===== src/rtl/grant_scheduler8_pkg.sv =====
// Shared constants and the rotating-priority pick helper for grant_scheduler8.
package grant_scheduler8_pkg;

    localparam int unsigned NUM_REQ      = 8;
    localparam int unsigned IDX_W        = 3;
    localparam int unsigned CNT_W        = 8;
    localparam int unsigned HOLD_MAX_DEF = 16;

    localparam logic [0:0] ST_IDLE  = 1'b0;
    localparam logic [0:0] ST_GRANT = 1'b1;

    // First set request at or above ptr, wrapping; ptr itself when nothing is set.
    function automatic logic [IDX_W-1:0] rr_pick(input logic [NUM_REQ-1:0] req,
                                                 input logic [IDX_W-1:0]   ptr);
        logic [IDX_W-1:0] pick;
        logic [IDX_W-1:0] cand;
        pick = ptr;
        for (int i = int'(NUM_REQ) - 1; i >= 0; i--) begin
            cand = ptr + IDX_W'(i);
            if (req[cand]) begin
                pick = cand;
            end
        end
        return pick;
    endfunction

endpackage


===== src/rtl/decoder3to8.sv =====
// Shared 3-to-8 one-hot decoder.
module decoder3to8
    import grant_scheduler8_pkg::*;
(
    input  logic [IDX_W-1:0]   sel,
    output logic [NUM_REQ-1:0] dec
);

    assign dec = NUM_REQ'(1) << sel;

endmodule


===== src/rtl/grant_scheduler8.sv =====
// Eight-way round-robin grant holder with one idle cycle per release.
// Define ARB_TIMEOUT_EN to bound tenure at HOLD_MAX cycles (tmo pulses on forced release).
module grant_scheduler8
    import grant_scheduler8_pkg::*;
#(
    parameter int unsigned HOLD_MAX = HOLD_MAX_DEF
) (
    input  logic               clk,
    input  logic               rst,
    input  logic [NUM_REQ-1:0] req,
    output logic               gnt_vld,
    output logic [IDX_W-1:0]   gnt_idx,
    output logic [NUM_REQ-1:0] gnt,
    output logic               tmo
);

    localparam logic [CNT_W-1:0] HOLD_LAST = CNT_W'(HOLD_MAX - 1);

    logic [0:0]         state, state_nxt;
    logic [IDX_W-1:0]   ptr, ptr_nxt;
    logic [IDX_W-1:0]   idx_nxt;
    logic               vld_nxt;
    logic               tmo_nxt;
    logic [IDX_W-1:0]   pick_c;
    logic [NUM_REQ-1:0] dec_c;

`ifdef ARB_TIMEOUT_EN
    logic [CNT_W-1:0]   hold_cnt, cnt_nxt;
`else
    logic               unused_hold;
    assign unused_hold = ^HOLD_LAST;
`endif

    // State and output registers
    always_ff @(posedge clk) begin
        if (rst) begin
            state   <= ST_IDLE;
            ptr     <= '0;
            gnt_vld <= 1'b0;
            gnt_idx <= '0;
            tmo     <= 1'b0;
`ifdef ARB_TIMEOUT_EN
            hold_cnt <= '0;
`endif
        end else begin
            state   <= state_nxt;
            ptr     <= ptr_nxt;
            gnt_vld <= vld_nxt;
            gnt_idx <= idx_nxt;
            tmo     <= tmo_nxt;
`ifdef ARB_TIMEOUT_EN
            hold_cnt <= cnt_nxt;
`endif
        end
    end

    // Arbitration in IDLE, hold/release decision in GRANT
    always_comb begin
        state_nxt = state;
        ptr_nxt   = ptr;
        idx_nxt   = gnt_idx;
        vld_nxt   = gnt_vld;
        tmo_nxt   = 1'b0;
`ifdef ARB_TIMEOUT_EN
        cnt_nxt   = hold_cnt;
`endif
        pick_c    = rr_pick(req, ptr);

        case (state)
            ST_IDLE: begin
                if (|req) begin
                    state_nxt = ST_GRANT;
                    idx_nxt   = pick_c;
                    vld_nxt   = 1'b1;
                    ptr_nxt   = pick_c + IDX_W'(1);
`ifdef ARB_TIMEOUT_EN
                    cnt_nxt   = '0;
`endif
                end
            end
            ST_GRANT: begin
                // Voluntary release wins over a coincident timeout
                if (!req[gnt_idx]) begin
                    state_nxt = ST_IDLE;
                    vld_nxt   = 1'b0;
                end
`ifdef ARB_TIMEOUT_EN
                else if (hold_cnt == HOLD_LAST) begin
                    state_nxt = ST_IDLE;
                    vld_nxt   = 1'b0;
                    tmo_nxt   = 1'b1;
                end else begin
                    cnt_nxt   = hold_cnt + CNT_W'(1);
                end
`endif
            end
            default: begin
                state_nxt = ST_IDLE;
                vld_nxt   = 1'b0;
            end
        endcase
    end

    decoder3to8 u_dec (
        .sel (gnt_idx),
        .dec (dec_c)
    );

    assign gnt = dec_c & {NUM_REQ{gnt_vld}};

endmodule


===== config.mk =====
export PLATFORM = sky130hd
export DESIGN_NAME = grant_scheduler8
export DESIGN_NICKNAME = d
export VERILOG_FILES = /design/src/rtl/grant_scheduler8_pkg.sv /design/src/rtl/decoder3to8.sv /design/src/rtl/grant_scheduler8.sv
export SDC_FILE = /design/constraint.sdc
export NUM_CORES = 1
export LEC_CHECK = 0
export BUFFER_PORTS_ARGS = -buffer_cell sky130_fd_sc_hd__buf_2
export CAP_MARGIN = 10
export CORE_AREA = 5 5 57 69
export CTS_CLUSTER_DIAMETER = 120
export DETAILED_ROUTE_END_ITERATION = 10
export DIE_AREA = 0 0 62 74
export GPL_ROUTABILITY_DRIVEN = 0
export GPL_TIMING_DRIVEN = 0
export MAX_ROUTING_LAYER = met4
export PLACE_DENSITY_LB_ADDON = 0.1
export SETUP_SLACK_MARGIN = 0.5
export SYNTH_ARGS = -nofsm -noshare
export SYNTH_HDL_FRONTEND = slang
export SYNTH_SLANG_ARGS = --single-unit

===== constraint.sdc =====
create_clock -name clk -period 3.7 [get_ports clk]
set_clock_uncertainty 0.15 [all_clocks]
set_input_delay 0.185 -clock clk [delete_from_list [all_inputs] [get_ports clk]]
set_output_delay 0.185 -clock clk [all_outputs]
set_load 0.01 [all_outputs]

==> results of run 1 <==
## cell usage in the layout (no fill, tap or decap), types with 4 or more instances in the layout
cell	n
sky130_fd_sc_hd__a211oi_1	4
sky130_fd_sc_hd__a21oi_1	7
sky130_fd_sc_hd__buf_2	20
sky130_fd_sc_hd__buf_4	9
sky130_fd_sc_hd__dfxtp_1	6
sky130_fd_sc_hd__mux2_2	4
sky130_fd_sc_hd__mux2i_1	4
sky130_fd_sc_hd__mux4_2	9
sky130_fd_sc_hd__nand2_1	9
sky130_fd_sc_hd__nand2b_1	5
sky130_fd_sc_hd__nor2_1	15
## cells by family (layout without fill, tap and decap cells)
family,Yosys count,count (layout)
AND/OR/NAND/NOR,51,51
other,1,1
AO/OA/AOI/OAI,44,44
buffers and inverters,16,47
adder cells (fa/ha/maj),3,3
multiplexers,24,24
flip-flops,8,8
XOR/XNOR,4,4
## sequential cells by signal, summed over array words and instances, names as in the netlist
signal / flops
gnt_idx: 3
gnt_vld: 1
ptr: 3
state: 1
## power by group through the flow
stage / clock (uW) / combinational, uW / sequential, uW
after floorplan: 0 / 884 / 149
after global placement: 0 / 1090 / 147
after detailed placement: 0 / 1110 / 148
after CTS: 108 / 1260 / 148
after global routing: 112 / 1420 / 152
final: 104 / 1310 / 147
## cells in the mapped netlist (4+ instances only)
master	count	area, um^2
sky130_fd_sc_hd__a21oi_1	7	35.0
sky130_fd_sc_hd__mux2_2	4	45.0
sky130_fd_sc_hd__inv_1	5	18.8
sky130_fd_sc_hd__mux4_2	7	158
sky130_fd_sc_hd__nand2b_1	5	31.3
sky130_fd_sc_hd__mux2i_1	7	70.1
sky130_fd_sc_hd__mux4_1	5	131
sky130_fd_sc_hd__nand2_1	9	33.8
sky130_fd_sc_hd__a211oi_1	4	30.0
sky130_fd_sc_hd__clkbuf_1	5	18.8
sky130_fd_sc_hd__nor2_1	16	60.1
sky130_fd_sc_hd__dfxtp_1	8	160
## final timing paths
check             slack [ns]   start     end
setup / recovery        0.39  ptr[1]  ptr[2]
hold / removal          0.18     rst  ptr[1]
setup reg to reg        0.39  ptr[1]  ptr[2]
hold reg to reg         0.36   state   state
## worst reg2reg max path: stages (launching register included)
cell and delay, ns:
sky130_fd_sc_hd__dfxtp_2 0.32, sky130_fd_sc_hd__buf_6 0.12, sky130_fd_sc_hd__buf_8 0.12, sky130_fd_sc_hd__inv_8 0.05
sky130_fd_sc_hd__ha_4 0.18, sky130_fd_sc_hd__buf_8 0.12, sky130_fd_sc_hd__mux4_2 0.42, sky130_fd_sc_hd__or3b_4 0.42
sky130_fd_sc_hd__a311oi_2 0.29, sky130_fd_sc_hd__o41ai_2 0.10, sky130_fd_sc_hd__a32oi_2 0.25, sky130_fd_sc_hd__nor2_1 0.08
sky130_fd_sc_hd__ha_2 0.19, sky130_fd_sc_hd__and2_4 0.14, sky130_fd_sc_hd__a2111oi_4 0.27
## through the flow
stage	hold WS, ns	worst slack [ns]
finish	0.184	0.386
global route	0.235	0.256
CTS	0.202	0.377
detailed placement	0.350	0.0688
global placement	0.349	0.134
floorplan	0.255	0.440
## what timing repair did
item	in CTS	in global routing
resized for setup	12	6
setup endpoints to repair	2	2
buffers inserted	8	0
pin swaps	7	2
## per-layer routing
metal / vias to the layer above / track usage [%]
li1: 661 / -
met1: 670 / 22.1
met2: 44 / 33.1
met3: 6 / 2.60
met4: 0 / 6.13
met5: - / -
## cell type report
type	count	area, um^2	share of cell area, %
multi-input cells	127	1190	69.4
clock buffers	3	41.3	2.40
well taps	37	46.3	2.69
inverters	6	32.5	1.89
plain buffers	10	85.1	4.94
flip-flops and latches	8	163	9.44
repair buffers	28	160	9.30
==> metrics.cfg, run 1 <==
[layout]
layout.cell_area.non_filler_um2=1720
final_core_util_pct=53.5
fillerInstances=322
instances_no_fill=219
final_layout_size_suffix_gt1_share_pct=40.1
final_nets=197
flow.area_growth_from_synthesis_pct=27.5
antenna_cells=0

[placement]
postPlaceCellArea_um2=1540
placed_cells_incl_taps=208
port_buffers=20
dp_hpwl_mm=2.80

[routing]
detailedRoute.firstIterationViolations=81
post-route-drc-count=0
maxUsedRoutingLayer=met4
avgViaCountPerCell=6.31
detailroute.wirelength.met3_um=145
route.layer.met1.wl_mm=1.54
met2WireLength_mm=2.08
post_drt_wl_per_cell_um=17.5
detail_route.wirelength_mm=3.84
routed-via-count=1381
antenna_left=0
detailedRoute.firstPassIterationCount=4

[synth]
synth_flop_cell=sky130_fd_sc_hd__dfxtp_1
mappedNetlistArea_um2=1350
synth-edff-count=0
synth.area.mux_share_pct=31.0
async_reset_ff_share_pct=0
post_synthesis_sequential_element_count=8
yosys.area_share.simple_pct=20.0
synth_compound_gate_area_share_pct=25.5
synth.yosys.seq_area_share_pct=11.9
synth_cells=151
net_count_of_the_mapped_netlist=164
synth.lib_cells_used.distinct=59
combinational_family_with_the_most_area_after_synthesis=multiplexers
synth.avg_cell_area_um2=8.95
synth_xor_xnor_area_share_pct=2.59
yosys_warnings=0
post_synth_fa_ha_maj_area_fraction_pct=2.78

[power_and_ir_drop]
leakage_uw=0.000654
internal-power_uw=812
p_seq_share_pct=9.4
share_clk_of_total_power_pct=6.7
power_density_nw_per_um2=907
vdd_drop_max_mv=0.447
switching_power_uw=751
totalPowerFinal_uw=1560
power.combinational.fraction_pct=83.9
p_sw_share_pct=48.0

[job]
max_cap_violations=0

[worst_setup_path]
crit_arrival_ns=3.30
critical_path.cell_chain=buf_6 -> buf_8 -> inv_8 -> ha_4 -> buf_8 -> mux4_2 -> or3b_4 -> a311oi_2 -> o41ai_2 -> a32oi_2 -> nor2_1 -> ha_2 -> and2_4 -> a2111oi_4
path_delay_family=compound AO/OA/AOI/OAI gates
worst_r2r_path_depth=14
worst_path_most_repeated_cell=sky130_fd_sc_hd__buf_8
worstPathBufferInverterCount=4
critical_path.startpoint_type=flop
critical_path_peak_fanout=5
cp_num_cells=14
slowest_delay_ns=0.42
setup.worst_path.end_class=flop
worst-endpoint-required_ns=3.68
worst_setup_path_type=flop to flop
critPathSlowestCell=sky130_fd_sc_hd__mux4_2

[floorplanning]
die_width_um=62
fp.coreArea_um2=3220
die_height_um=74
ios=23
cell_rows=23
initial_utilization_pct=41.9
dieArea_um2=4590

[sta]
timing.final.crit_share_pct=89.6
final-max-slew-violation-count=0
tightestPinTransition_ns=0.565
fmaxAchievable_mhz=302
max_slew_margin_pct=62.3
hold_viol=0
totalNegativeSetupSlack_ns=0
post_route_minimum_period_ns=3.31
setup_repair_after_global_routing_missed_its_margin=yes
setup_violations=0

[clock_tree]
h-tree-depth=1
tritoncts=done
cts_made_buffers=3
number_of_clock_sinks_seen_by_cts=8
clock-root-buffer=sky130_fd_sc_hd__clkbuf_8
cts.path.max_buffers=2
cts.clk_slew.worst_paths_ns=0.04
cts_hold_buf=0
worst_skew_pair.late_latency_ns=0.23

[global_routing]
track_usage_pct=19.1
grt_remaining_overflow=0
first_global_vias=1373
grt_max_degree=11
grt_antenna_before_repair=0
grt_first_pass_wirelength_mm=6.49

[run_status]
status=completed

[min_path]
min_path_type=input port to flop
whs_path_depth=2

Note: power is estimated with default switching activity, not from simulation.
==> run 2, diff against run 1 <==
--- a/config.mk
+++ b/config.mk
@@ -7,10 +7,10 @@
 export LEC_CHECK = 0
 export BUFFER_PORTS_ARGS = -buffer_cell sky130_fd_sc_hd__buf_2
 export CAP_MARGIN = 10
-export CORE_AREA = 5 5 57 69
+export CORE_AREA = 4 4 56 68
 export CTS_CLUSTER_DIAMETER = 120
 export DETAILED_ROUTE_END_ITERATION = 10
-export DIE_AREA = 0 0 62 74
+export DIE_AREA = 0 0 60 72
 export GPL_ROUTABILITY_DRIVEN = 0
 export GPL_TIMING_DRIVEN = 0
 export MAX_ROUTING_LAYER = met4
==> metrics.cfg, run 2 (synthesis results as in run 1) <==
[global_routing]
first_global_vias=1415  ; +3.1%
grt_util_met3_pct=2.14  ; -0.47 points
grt_max_degree=11  ; unchanged
track_usage_pct=21.3  ; +2.3 points
grt_most_used_layer=met2
grt_remaining_overflow=0  ; unchanged
grt_antenna_before_repair=0  ; unchanged
groute.layer.met1.usage_pct=24.9  ; +2.8 points
use_met2_pct=36.7  ; +3.6 points
grt_first_pass_wirelength_mm=6.90  ; +6.4%

[power_and_ir_drop]
vdd_drop_max_mv=0.447  ; about the same
switching_power_uw=749  ; -0.28%
leakage_uw=0.000678  ; +3.7%
p_seq_share_pct=9.4  ; about the same
power_density_nw_per_um2=904  ; -0.36%
internal-power_uw=826  ; +1.7%
totalPowerFinal_uw=1570  ; +0.73%
power.combinational.fraction_pct=84.0  ; about the same
p_sw_share_pct=47.6  ; -0.48 points
share_clk_of_total_power_pct=6.6  ; about the same

[worst_setup_path]
critical_path_peak_fanout=5  ; unchanged
crit_arrival_ns=3.30  ; about the same
setup.worst_path.end_class=flop
critical_path.cell_chain=buf_6 -> buf_12 -> inv_8 -> ha_4 -> buf_8 -> mux4_2 -> or3b_4 -> a311oi_2 -> o41ai_2 -> a32oi_2 -> nor2_1 -> ha_2 -> nor2_1 -> o221a_1 -> a2111oi_4
critPathSlowestCell=sky130_fd_sc_hd__mux4_2
worst_setup_path_type=flop to flop
worst-endpoint-required_ns=3.65  ; -0.03 ns
slowest_delay_ns=0.44  ; +0.02 ns
critical_path.startpoint_type=flop
worst_path_most_repeated_cell=sky130_fd_sc_hd__nor2_1

[layout]
final_common_cell=sky130_fd_sc_hd__buf_2
final_layout_size_suffix_gt1_share_pct=40.0  ; -0.11 points
final_core_util_pct=54.0  ; +0.58 points
final_nets=200  ; +1.5%
layout_common_cells=sky130_fd_sc_hd__buf_2, sky130_fd_sc_hd__nor2_1, sky130_fd_sc_hd__buf_4
reg.largest.list=gnt_idx x3, ptr x3
flow.area_growth_from_synthesis_pct=28.9
antenna_cells=0  ; unchanged

[clock_tree]
cts.clk_slew.worst_paths_ns=0.04  ; about the same
cts.path.max_buffers=2  ; unchanged
worst_skew_pair.late_latency_ns=0.23  ; about the same
number_of_clock_sinks_seen_by_cts=8  ; unchanged
tritoncts=done
h-tree-depth=1  ; unchanged
cts_made_buffers=3  ; unchanged
cts_hold_buf=0  ; unchanged
clock-root-buffer=sky130_fd_sc_hd__clkbuf_8

[sta]
fmaxAchievable_mhz=298  ; -1.2%
post_route_minimum_period_ns=3.36  ; +0.0413 ns
setup_violations=0  ; unchanged
setup_repair_after_global_routing_missed_its_margin=yes
timing.final.crit_share_pct=90.7  ; +1.1 points
totalNegativeSetupSlack_ns=0  ; unchanged
max_slew_margin_pct=65.6  ; +3.3 points
hold_viol=0  ; unchanged
tightestPinTransition_ns=0.501  ; -0.0643 ns
final-max-slew-violation-count=0  ; unchanged

[floorplanning]
dieArea_um2=4320  ; -5.8%
initial_utilization_pct=41.9  ; unchanged
cell_rows=23  ; unchanged
fp.coreArea_um2=3220  ; unchanged
die_width_um=60  ; -3.2%
die_height_um=72  ; -2.7%
ios=23  ; unchanged

[min_path]
min_path_type=input port to flop

[routing]
antenna_left=0  ; unchanged
avgViaCountPerCell=6.21  ; -1.5%
post_drt_wl_per_cell_um=18.1  ; +3.4%
detailedRoute.firstPassIterationCount=4  ; unchanged
detail_route.wirelength_mm=4.02  ; +4.8%
routed-via-count=1379  ; -0.14%
post-route-drc-count=0  ; unchanged
detailedRoute.firstIterationViolations=59  ; -27%

[placement]
dp_hpwl_mm=2.82  ; +0.85%
port_buffers=20  ; unchanged

[job]
max_cap_violations=0  ; unchanged

[run_status]
status=completed

==> run 2: cell count changes in the layout (fill, tap and decap cells not counted) <==
cell | previous run | this run
sky130_fd_sc_hd__buf_12 | 0 | 1
sky130_fd_sc_hd__mux2i_4 | 2 | 1
sky130_fd_sc_hd__mux4_2 | 9 | 8
sky130_fd_sc_hd__nor2b_1 | 3 | 2
sky130_fd_sc_hd__nor2_1 | 15 | 16
sky130_fd_sc_hd__buf_4 | 9 | 12
sky130_fd_sc_hd__mux2i_1 | 4 | 5
sky130_fd_sc_hd__mux4_1 | 3 | 4
sky130_fd_sc_hd__buf_8 | 3 | 2
sky130_fd_sc_hd__nor2b_2 | 0 | 1
sky130_fd_sc_hd__nor2_2 | 1 | 0
==> run 2: critical path, delay by kind of cell, from the launching register on <==
| family | cells | cell delay, ns |
|---|---|---|
| muxes | 1 | 0.44 |
| DFF | 1 | 0.32 |
| and+or+nand+nor | 3 | 0.58 |
| buffers and inverters | 4 | 0.40 |
| AOI/OAI and AO/OA | 5 | 0.93 |
| adders and majority gates | 2 | 0.37 |
==> run 2: through the flow <==
step	instances	setup slack [ns]	hold WS, ns	cell area [um^2]
after floorplan	151	0.440	0.255	1400
after global placement	208	0.134	0.348	1540
after detailed placement	208	0.0737	0.352	1540
after CTS	221	0.397	0.192	1710
after global routing	222	0.199	0.215	1740
final	222	0.344	0.191	1740
==> run 2: layer usage <==
metal,routed length [um],part of all wire [%]
met5,0,0
met4,116,2.9
met3,141,3.5
met2,2140,53
met1,1630,40
==> run 2: path summary, 6_finish.rpt <==
kind | from | to | slack, ns | cells past startpoint
setup / recovery | ptr[1] | ptr[2] | 0.34 | 15
hold / removal | rst | ptr[1] | 0.19 | 2
setup reg to reg | ptr[1] | ptr[2] | 0.34 | 15
hold reg to reg | state | state | 0.36 | 1
==> run 2: power groups by stage <==
stage | registers [uW] | clock network (uW) | logic (uW)
6_report | 148 | 104 | 1320
5_1_grt | 154 | 113 | 1450
3_3_place_gp | 147 | 0 | 1090
2_1_floorplan | 149 | 0 | 884
3_5_place_dp | 148 | 0 | 1110
4_1_cts | 148 | 108 | 1260
==> run 2: what timing repair did <==
item,in CTS,in global routing
pin swaps,6,4
setup endpoints to repair,2,3
gates cloned,0,0
gates resized for setup,11,5
setup buffers,10,1
==> run 2: final cells by class <==
class                      instances  area [um^2]
multi-input combinational        127         1190
sequential                         8          163
timing repair buffer              31          183
inverter                           6         32.5
clock buffer                       3         41.3
fill                             314         1480
buffer                            10         90.1
tap                               37         46.3
